`src/rtl/bru_pkg.sv`:
```
// Shared constants, types and the saturating-counter helper for the branch
// resolution unit and its bimodal predictor.
package bru_pkg;

  localparam logic [2:0] F3_BEQ  = 3'b000;
  localparam logic [2:0] F3_BNE  = 3'b001;
  localparam logic [2:0] F3_BLT  = 3'b100;
  localparam logic [2:0] F3_BGE  = 3'b101;
  localparam logic [2:0] F3_BLTU = 3'b110;
  localparam logic [2:0] F3_BGEU = 3'b111;

  localparam logic [1:0] CNT_SNT = 2'b00;
  localparam logic [1:0] CNT_WNT = 2'b01;
  localparam logic [1:0] CNT_WT  = 2'b10;
  localparam logic [1:0] CNT_ST  = 2'b11;

  typedef enum logic {S_INIT, S_RUN} state_t;

  function automatic logic [1:0] sat_update(input logic [1:0] cnt, input logic taken);
    logic [1:0] res;
    res = cnt;
    if (taken) begin
      if (cnt != CNT_ST) res = cnt + 2'd1;
    end else begin
      if (cnt != CNT_SNT) res = cnt - 2'd1;
    end
    return res;
  endfunction

endpackage

```
`src/rtl/bru_cmp.sv`:
```
// Branch operand comparator: one XLEN+1-bit subtraction yields equality,
// signed less-than and unsigned less-than.
module bru_cmp #(
  parameter int XLEN = 32
) (
  input  logic [XLEN-1:0] rs1,
  input  logic [XLEN-1:0] rs2,
  output logic            eq,
  output logic            lt,
  output logic            ltu
);

  logic [XLEN:0] sub;
  logic          ovf;

  assign sub = {1'b0, rs1} + {1'b0, ~rs2} + {{XLEN{1'b0}}, 1'b1};
  // Signed overflow: operands differ in sign and the result sign differs from rs1.
  assign ovf = (rs1[XLEN-1] ^ rs2[XLEN-1]) & (sub[XLEN-1] ^ rs1[XLEN-1]);
  assign eq  = (sub[XLEN-1:0] == '0);
  assign lt  = sub[XLEN-1] ^ ovf;
  assign ltu = ~sub[XLEN];

endmodule

```
`src/rtl/bru_bht.sv`:
```
// Branch resolution unit with bimodal 2-bit predictor and direct-mapped BTB.
// IF-side lookup is combinational; EX-side training is written at the clock edge.
module bru_bht
  import bru_pkg::*;
#(
  parameter int XLEN      = 32,
  parameter int BHT_DEPTH = 64,
  parameter int TAG_W     = 8
) (
  input  logic            clk_i,
  input  logic            rst_i,
  input  logic [XLEN-1:0] if_pc_i,
  output logic            if_pred_taken_o,
  output logic [XLEN-1:0] if_pred_target_o,
  input  logic            ex_valid_i,
  input  logic [XLEN-1:0] ex_pc_i,
  input  logic [XLEN-1:0] rs1_data_i,
  input  logic [XLEN-1:0] rs2_data_i,
  input  logic            is_br_i,
  input  logic            is_uncbr_i,
  input  logic [2:0]      funct3_i,
  input  logic [XLEN-1:0] ex_target_i,
  input  logic            ex_pred_taken_i,
  input  logic [XLEN-1:0] ex_pred_target_i,
  output logic            true_br_decision_o,
  output logic            mispredict_o,
  output logic [XLEN-1:0] redirect_pc_o,
  output logic            busy_o
);

  localparam int IDX_W = $clog2(BHT_DEPTH);
  localparam logic [XLEN-1:0] PC_STEP = XLEN'(4);
  localparam logic [IDX_W-1:0] LAST_IDX = IDX_W'(BHT_DEPTH - 1);

  logic [1:0]       cnt_mem   [BHT_DEPTH];
  logic             valid_mem [BHT_DEPTH];
  logic [TAG_W-1:0] tag_mem   [BHT_DEPTH];
  logic [XLEN-1:0]  tgt_mem   [BHT_DEPTH];

  state_t           state_reg, state_next;
  logic [IDX_W-1:0] ptr_reg, ptr_next;

  logic             eq, lt, ltu, cond, taken;
  logic [IDX_W-1:0] if_idx, ex_idx;
  logic [TAG_W-1:0] if_tag, ex_tag;
  logic             hit, upd_en, init_wr;
  logic [1:0]       cnt_new;

  bru_cmp #(.XLEN(XLEN)) u_cmp (
    .rs1 (rs1_data_i),
    .rs2 (rs2_data_i),
    .eq  (eq),
    .lt  (lt),
    .ltu (ltu)
  );

  always_comb begin
    cond = 1'b0;
    case (funct3_i)
      F3_BEQ:  cond = eq;
      F3_BNE:  cond = ~eq;
      F3_BLT:  cond = lt;
      F3_BGE:  cond = ~lt;
      F3_BLTU: cond = ltu;
      F3_BGEU: cond = ~ltu;
      default: cond = 1'b0;
    endcase
  end

  assign taken              = is_uncbr_i | (is_br_i & cond);
  assign true_br_decision_o = taken;
  assign mispredict_o       = ex_valid_i &
                              ((taken != ex_pred_taken_i) |
                               (taken & (ex_pred_target_i != ex_target_i)));
  assign redirect_pc_o      = taken ? ex_target_i : ex_pc_i + PC_STEP;

  // Busy covers the reset cycles too, so lookups are suppressed before init starts.
  assign busy_o = rst_i | (state_reg == S_INIT);

  assign if_idx = if_pc_i[IDX_W+1:2];
  assign if_tag = if_pc_i[IDX_W+TAG_W+1:IDX_W+2];
  assign ex_idx = ex_pc_i[IDX_W+1:2];
  assign ex_tag = ex_pc_i[IDX_W+TAG_W+1:IDX_W+2];

  assign hit              = valid_mem[if_idx] & (tag_mem[if_idx] == if_tag);
  assign if_pred_taken_o  = ~busy_o & hit & cnt_mem[if_idx][1];
  assign if_pred_target_o = if_pred_taken_o ? tgt_mem[if_idx] : if_pc_i + PC_STEP;

  always_comb begin
    state_next = state_reg;
    ptr_next   = ptr_reg;
    case (state_reg)
      S_INIT: begin
        ptr_next = ptr_reg + 1'b1;
        if (ptr_reg == LAST_IDX) state_next = S_RUN;
      end
      default: ;
    endcase
  end

  always_ff @(posedge clk_i) begin
    if (rst_i) begin
      state_reg <= S_INIT;
      ptr_reg   <= '0;
    end else begin
      state_reg <= state_next;
      ptr_reg   <= ptr_next;
    end
  end

  assign init_wr = ~rst_i & (state_reg == S_INIT);
  assign upd_en  = ex_valid_i & ~busy_o & (is_br_i | is_uncbr_i);
  assign cnt_new = is_uncbr_i ? CNT_ST : sat_update(cnt_mem[ex_idx], taken);

  // Single write port: initialisation sweep, otherwise EX training.
  always_ff @(posedge clk_i) begin
    if (init_wr) begin
      cnt_mem[ptr_reg]   <= CNT_WNT;
      valid_mem[ptr_reg] <= 1'b0;
      tag_mem[ptr_reg]   <= '0;
      tgt_mem[ptr_reg]   <= '0;
    end else if (upd_en) begin
      cnt_mem[ex_idx] <= cnt_new;
      if (taken) begin
        valid_mem[ex_idx] <= 1'b1;
        tag_mem[ex_idx]   <= ex_tag;
        tgt_mem[ex_idx]   <= ex_target_i;
      end
    end
  end

endmodule

```
`config.mk`:
```
export PLATFORM = sky130hd
export DESIGN_NAME = bru_bht
export DESIGN_NICKNAME = d
export VERILOG_FILES = /design/src/rtl/bru_pkg.sv /design/src/rtl/bru_cmp.sv /design/src/rtl/bru_bht.sv
export SDC_FILE = /design/constraint.sdc
export NUM_CORES = 2
export LEC_CHECK = 0
export CAP_MARGIN = 20
export CELL_PAD_IN_SITES_DETAIL_PLACEMENT = 1
export CELL_PAD_IN_SITES_GLOBAL_PLACEMENT = 2
export CORE_MARGIN = 1
export CORE_UTILIZATION = 53
export DETAILED_ROUTE_END_ITERATION = 12
export HOLD_SLACK_MARGIN = 0.12
export PLACE_DENSITY = 0.95
export SLEW_MARGIN = 15
export SYNTH_ARGS = -nofsm -noshare
export SYNTH_HDL_FRONTEND = slang
export SYNTH_SLANG_ARGS = --single-unit
```
`constraint.sdc`:
```
create_clock -name clk_i -period 19.1 [get_ports clk_i]
set_input_delay 1.91 -clock clk_i [delete_from_list [all_inputs] [get_ports clk_i]]
set_output_delay 1.91 -clock clk_i [all_outputs]
set_load 0.02 [all_outputs]
```
# After elaboration in Yosys (flattened, before gate mapping)
# Memories as Yosys holds them, arrays and structs flattened.
# Index checks and enable logic that the tools add are counted.
# classes
eq_ne	10
muxes	30
add_sub_neg	7
n_bitwise	24
n_reduce_logical	7
# op_table
cell	count
$mux 32	3
$add 32x3->32 const B	2
$add 32x32->33	1
$add 33x1->33 const B	1
$logic_not 32->1	1
$ne 32x32->1	1
$not 32->32	1
$reduce_or 32->1	1
$mux 6	4
$mux 1	16
$eq 3x3->1 const B	4
$and 1x1->1	10
$mux 2	5
$eq 8x8->1	1
$mux 8	1
$reduce_or 8->1	1
$add 6x1->6 const B	1
$eq 6x6->1 const B	1
$not 1->1	6
$pmux 1 s6	1
$or 1x1->1	4
$eq 3x1->1 const B	1
$logic_not 3->1	1
$xor 1x1->1	3
7 further kinds	7
# totals
n_memories	4
register_bits	7
in_bits	201
mem_bits_rw	2752
elab_cells	84
# mem_list
memory	depth	width	read_ports	rd_clocked_by_memory_dff	wr	line	rtl
tgt_mem	64	32	1	0	1	bru_bht.sv:38	logic [XLEN-1:0] tgt_mem [BHT_DEPTH];
tag_mem	64	8	1	0	1	bru_bht.sv:37	logic [TAG_W-1:0] tag_mem [BHT_DEPTH];
cnt_mem	64	2	2	0	1	bru_bht.sv:35	logic [1:0] cnt_mem [BHT_DEPTH];
valid_mem	64	1	1	0	1	bru_bht.sv:36	logic valid_mem [BHT_DEPTH];

# Logic depth before layout (Yosys ltp)
# depth
depth_word	16
ltp_mapped	30
depth_no_buf	26

# Modules after synthesis
# From an unflattened synthesis, not the netlist that was laid out.
# unflattened
cells_unflattened	5130
hier_area_um2	110637.4
# by_module_without_submodules
mod	cells_each	n_inst	area_per_inst_um2	seq_area_each_um2
bru_bht	4882	1	108944.5	82779.4
bru_cmp	248	1	1692.9	0.0

# Worst setup path before layout
# OpenSTA, ideal clock, no wires.
# synth_path
path_type	in2reg
from	input port rs2_data_i[8]
to	memory tgt_mem[0][2], data pin
arrival_time_ns	8.917
t_required_ns	18.420
path_stages	28
n_path_buf	4
setup_slack_ns	9.502
path_cell_list	inv_1 > ha_1 > buf_2 > a21oi_1 > o21ai_0 > or2_1 > o21ba_2 > o211ai_1 > nand2_1 > a21oi_1 > nor2_1 > o21ai_0 > nand2b_1 > a21oi_1 > fa_1 > nand3_1 > nor4_1 > o221ai_1 > a311o_1 > nor4_1 > and4_1 > o2111ai_1 > or3_1 > and4b_1 > buf_6 > clkbuf_1 > clkbuf_1 > nor3_1
# synth_via
elab_chain_len	16
# synth_lines
element	line	rtl
start, declared	bru_bht.sv:18	input logic [XLEN-1:0] rs2_data_i,
$not 32->32 *	bru_cmp.sv:16	assign sub = {1'b0, rs1} + {1'b0, ~rs2} + {{XLEN{1'b0}}, 1'b1};
$add 32x32->33 *	bru_cmp.sv:16	
$add 33x1->33 *	bru_cmp.sv:16	
$xor 1x1->1	bru_cmp.sv:18	assign ovf = (rs1[XLEN-1] ^ rs2[XLEN-1]) & (sub[XLEN-1] ^ rs1[XLEN-1]);
$and 1x1->1	bru_cmp.sv:18	
$xor 1x1->1	bru_cmp.sv:20	assign lt = sub[XLEN-1] ^ ovf;
$not 1->1	bru_bht.sv:63	F3_BGE: cond = ~lt;
$pmux 1 s6 *	bru_bht.sv:59	case (funct3_i)
$and 1x1->1 *	bru_bht.sv:70	assign taken = is_uncbr_i | (is_br_i & cond);
$or 1x1->1 *	bru_bht.sv:70	
$mux 1 *	bru_bht.sv:124	if (taken) begin
$mux 1 *	bru_bht.sv:122	end else if (upd_en) begin
$mux 1 *	bru_bht.sv:117	if (init_wr) begin
$mux 1 (implied by the code) *	bru_bht.sv:127	tgt_mem[ex_idx] <= ex_target_i;
$reduce_or 32->1 (no line) *	-	
$mux 32 (no line) *	-	
end, declared	bru_bht.sv:38	
# Mark *: on every way between the ends. The rest lies on a longest branch, timed or not.

# Final worst setup path
# layout_path
from	input port rs2_data_i[8]
to	output port mispredict_o
# layout_via
elab_chain_len	13
# layout_lines
element	line	rtl
$not 32->32 *	bru_cmp.sv:16	
$add 32x32->33 *	bru_cmp.sv:16	
$add 33x1->33 *	bru_cmp.sv:16	
$xor 1x1->1	bru_cmp.sv:18	
$and 1x1->1	bru_cmp.sv:18	
$xor 1x1->1	bru_cmp.sv:20	
$not 1->1	bru_bht.sv:63	
$pmux 1 s6 *	bru_bht.sv:59	
$and 1x1->1 *	bru_bht.sv:70	
$or 1x1->1 *	bru_bht.sv:70	
$ne 1x1->1 / $and 1x1->1 (equally long branches)	bru_bht.sv:73, bru_bht.sv:74	
$or 1x1->1 *	bru_bht.sv:73	((taken != ex_pred_taken_i) |
$and 1x1->1 *	bru_bht.sv:72	assign mispredict_o = ex_valid_i &
end, declared	bru_bht.sv:26	output logic mispredict_o,
# Marks and branches as above.

==> flow_metrics.py <==
metrics = {
    "cells_and_area": {
        "reg_top3": "tgt_mem x2048, tag_mem x512, cnt_mem x128",
        "instances_no_fill": 8547,
        "fillCellCount": 17100,
        "regMostFlops": "tgt_mem",
        "final_nets": 5788,
        "largest_register_ffs": 2048,
        "fin_util": 0.612,
        "syn2layout_area_growth_pct": 14.6,
        "layout-drive-gt1-share": 0.270,
    },
    "clock_network": {
        "cts_tree": "built",
        "cts_resized": 0,
        "clkLatencyLatePin_ns": 1.00,
        "clk_pin_slew_ns": 0.06,
        "post_cts_buffers": 0,
        "holdBufCountCts": 0,
        "htreeDepth": 5,
        "cts_sinks": 2759,
        "cts_buffers": 286,
        "clockRootBuffer": "clkbuf_16",
        "clock_path_buffers": 4,
    },
    "placement": {
        "placedCellCount": 8032,
        "portBuffers": 268,
        "gp_congestion": 0.895,
        "hpwl_um": 197000,
    },
    "synthesis": {
        "synth.avg_cell_area_um2": 21.7,
        "synthesis.nets": 5345,
        "synth_top_cell_by_area": "edfxtp_1",
        "async_flop_share": 0,
        "yosysWarningCount": 0,
        "yosys.area.top_type_share": 0.746,
        "ys.flop_type": "edfxtp_1",
        "ys_top_cells_by_area": "edfxtp_1 75%, mux4_2 18%, nand2_1 0.60%",
        "synth_edf_count": 2752,
        "ys_ff_latch": 2759,
        "synth_cells": 5107,
        "seq_area_frac_synth": 0.748,
        "syn-cell-area_um2": 111000,
        "synth_cell_types": 73,
    },
    "hold_path": {
        "hold_path_class": "flip-flop to flip-flop",
        "worstHoldPathCells": 2,
        "min_to": "ptr_reg[1]",
        "holdCritStartpoint": "ptr_reg[1]",
    },
    "critical_path": {
        "slowest_delay_ns": 0.80,
        "cp_data_required_time_ns": 17.19,
        "r2r_end": "tgt_mem[13][12]",
        "end_kind": "output pin",
        "rrSetupSlack_ns": 14.14,
        "cp-start-kind": "primary input",
        "cp_max_fo": 101,
        "crit_type": "primary input to output pin",
        "cp_common_cell": "a21oi_1",
        "reg2regPathDepth": 8,
        "worstPathArrival_ns": 9.81,
        "r2r-start": "state_reg",
        "crit_slowest_cell": "buf_4",
    },
    "run": {
        "maxCapViolCount": 0,
    },
    "floorplanning": {
        "num_rows": 167,
        "core-area_um2": 207000,
        "die_h_um": 459,
        "start_util": 0.534,
        "die_w_um": 459,
        "die-area_um2": 211000,
        "ios": 269,
    },
    "global_route": {
        "grt_pass1_wl_um": 536000,
        "grt_max_degree": 187,
        "antenna_found_initial": 21,
        "grt_util_all_layers": 0.376,
        "overflow": 0,
        "grt_pass1_vias": 64800,
    },
    "sta": {
        "fmax_mhz": 85.4,
        "fin_crit_sh": 0.613,
        "setup_viol": 0,
        "maxSlewHeadroom": 0.156,
        "clock_skew_ns": 0.0551,
        "fin_hold_ws_ns": 0.672,
        "period_minus_slack_ns": 11.72,
        "slew_viol_final": 0,
        "final.setup.tns_ns": 0,
        "rsz0062_at_grt": "false",
        "hold_viol_final": 0,
        "worstMarginPinSlew_ns": 1.27,
    },
    "route": {
        "viasPerCell": 7.54,
        "num_vias": 64400,
        "wire_per_inst_um": 46.4,
        "first_pass_iters": 6,
        "ant_nets": 0,
        "drt_iter0_drc": 12100,
        "wirelength_um": 397000,
        "drc": 0,
    },
    "pwr": {
        "p_leak_nw": 45.5,
        "total_power_mw": 12.8,
        "peakVddDrop_mv": 0.116,
        "p_per_area_nw_per_um2": 101,
    },
    "status": {
        "status": "finished, final reports clean",
    },
}
-- cell usage in the layout, fill, tap and decap left out, types with 58 or more instances in the layout --
cell type           n
edfxtp_1         2752
mux4_2            865
clkbuf_16         294
clkdlybuf4s50_1   261
nand2_1           178
nor2_1            166
buf_4             149
a21oi_1            85
o21ai_0            73
nand3_1            58
xor2_1             58
a22oi_2            58
-- cell families (layout without fill, tap and decap cells) --
group                    Yosys count  after routing  share of synthesized area
XOR/XNOR                         112            112                    0.00886
flip-flops                      2759           2759                      0.748
multiplexers                     912            912                      0.180
other                              0             12                          0
AND/OR/NAND/NOR                  595            595                     0.0257
adder cells (fa/ha/maj)           38             38                    0.00441
buffers and inverters            334            974                     0.0124
AO/OA/AOI/OAI                    357            357                     0.0208
-- critical path, delay by kind of cell --
family	cells	cell delay (ns)
AND/OR/NAND/NOR	12	2.40
buffers and inverters	6	2.40
adder cells (fa/ha/maj)	2	0.70
AO/OA/AOI/OAI	10	2.31
-- per-layer routing --
metal	vias up	share of wire	track usage
met3	1680	0.14	0.100
met5	-	0.00027	0.000689
li1	22500	-	-
met1	33000	0.31	0.471
met4	18	0.078	0.238
met2	7281	0.47	0.586
-- layout make-up --
type                       instances  area, µm²  share of cell area
timing repair buffer             438       4360              0.0344
clock buffer                     349       7570              0.0597
inverter                          51        193             0.00152
clock inverter                   136       1320              0.0104
antenna                           12       30.0            0.000237
multi-input combinational       2014      27100               0.214
tap                             2788       3490              0.0275
sequential                      2759      82800               0.653
-- through the flow --
stage	cell area (µm²)	setup WS, ns
2_1_floorplan	111000	9.50
3_3_place_gp	117000	7.99
3_5_place_dp	117000	7.71
4_1_cts	126000	7.66
5_1_grt	127000	7.01
6_report	127000	7.38
-- report_power, final --
| group | internal [mW] | leakage (nW) | switching, mW | total, mW |
|---|---|---|---|---|
| clock | 3.17 | 4.35 | 2.52 | 5.69 |
| combinational | 0.237 | 10.4 | 0.341 | 0.579 |
| sequential | 6.57 | 30.7 | 0.00773 | 6.58 |
| total | 9.98 | 45.5 | 2.87 | 12.8 |
-- Yosys cell counts, types with 19 or more instances --
master / instances
nor2_1: 168
a21oi_1: 91
xnor2_1: 54
clkbuf_1: 164
o21ai_0: 73
nor3_1: 22
a22oi_1: 59
o221ai_1: 19
ha_1: 35
mux2i_1: 40
inv_1: 49
nand2_1: 178
nand4_1: 38
o211ai_1: 19
buf_2: 49
edfxtp_1: 2752
mux4_2: 865
a31oi_1: 20
nand3_1: 59
and3_1: 54
buf_1: 62
xor2_1: 58
-- worst max path at each step --
stage / to / from / slack [ns]
after floorplan: tgt_mem[0][2] / rs2_data_i[8] / 9.50
after global placement: mispredict_o / rs2_data_i[8] / 7.99
after detailed placement: tgt_mem[44][29] / rs2_data_i[9] / 7.71
after CTS: mispredict_o / rs2_data_i[8] / 7.66
after global routing: mispredict_o / rs2_data_i[8] / 7.01
final: mispredict_o / rs2_data_i[8] / 7.38
(Power assumes the default switching activity.)
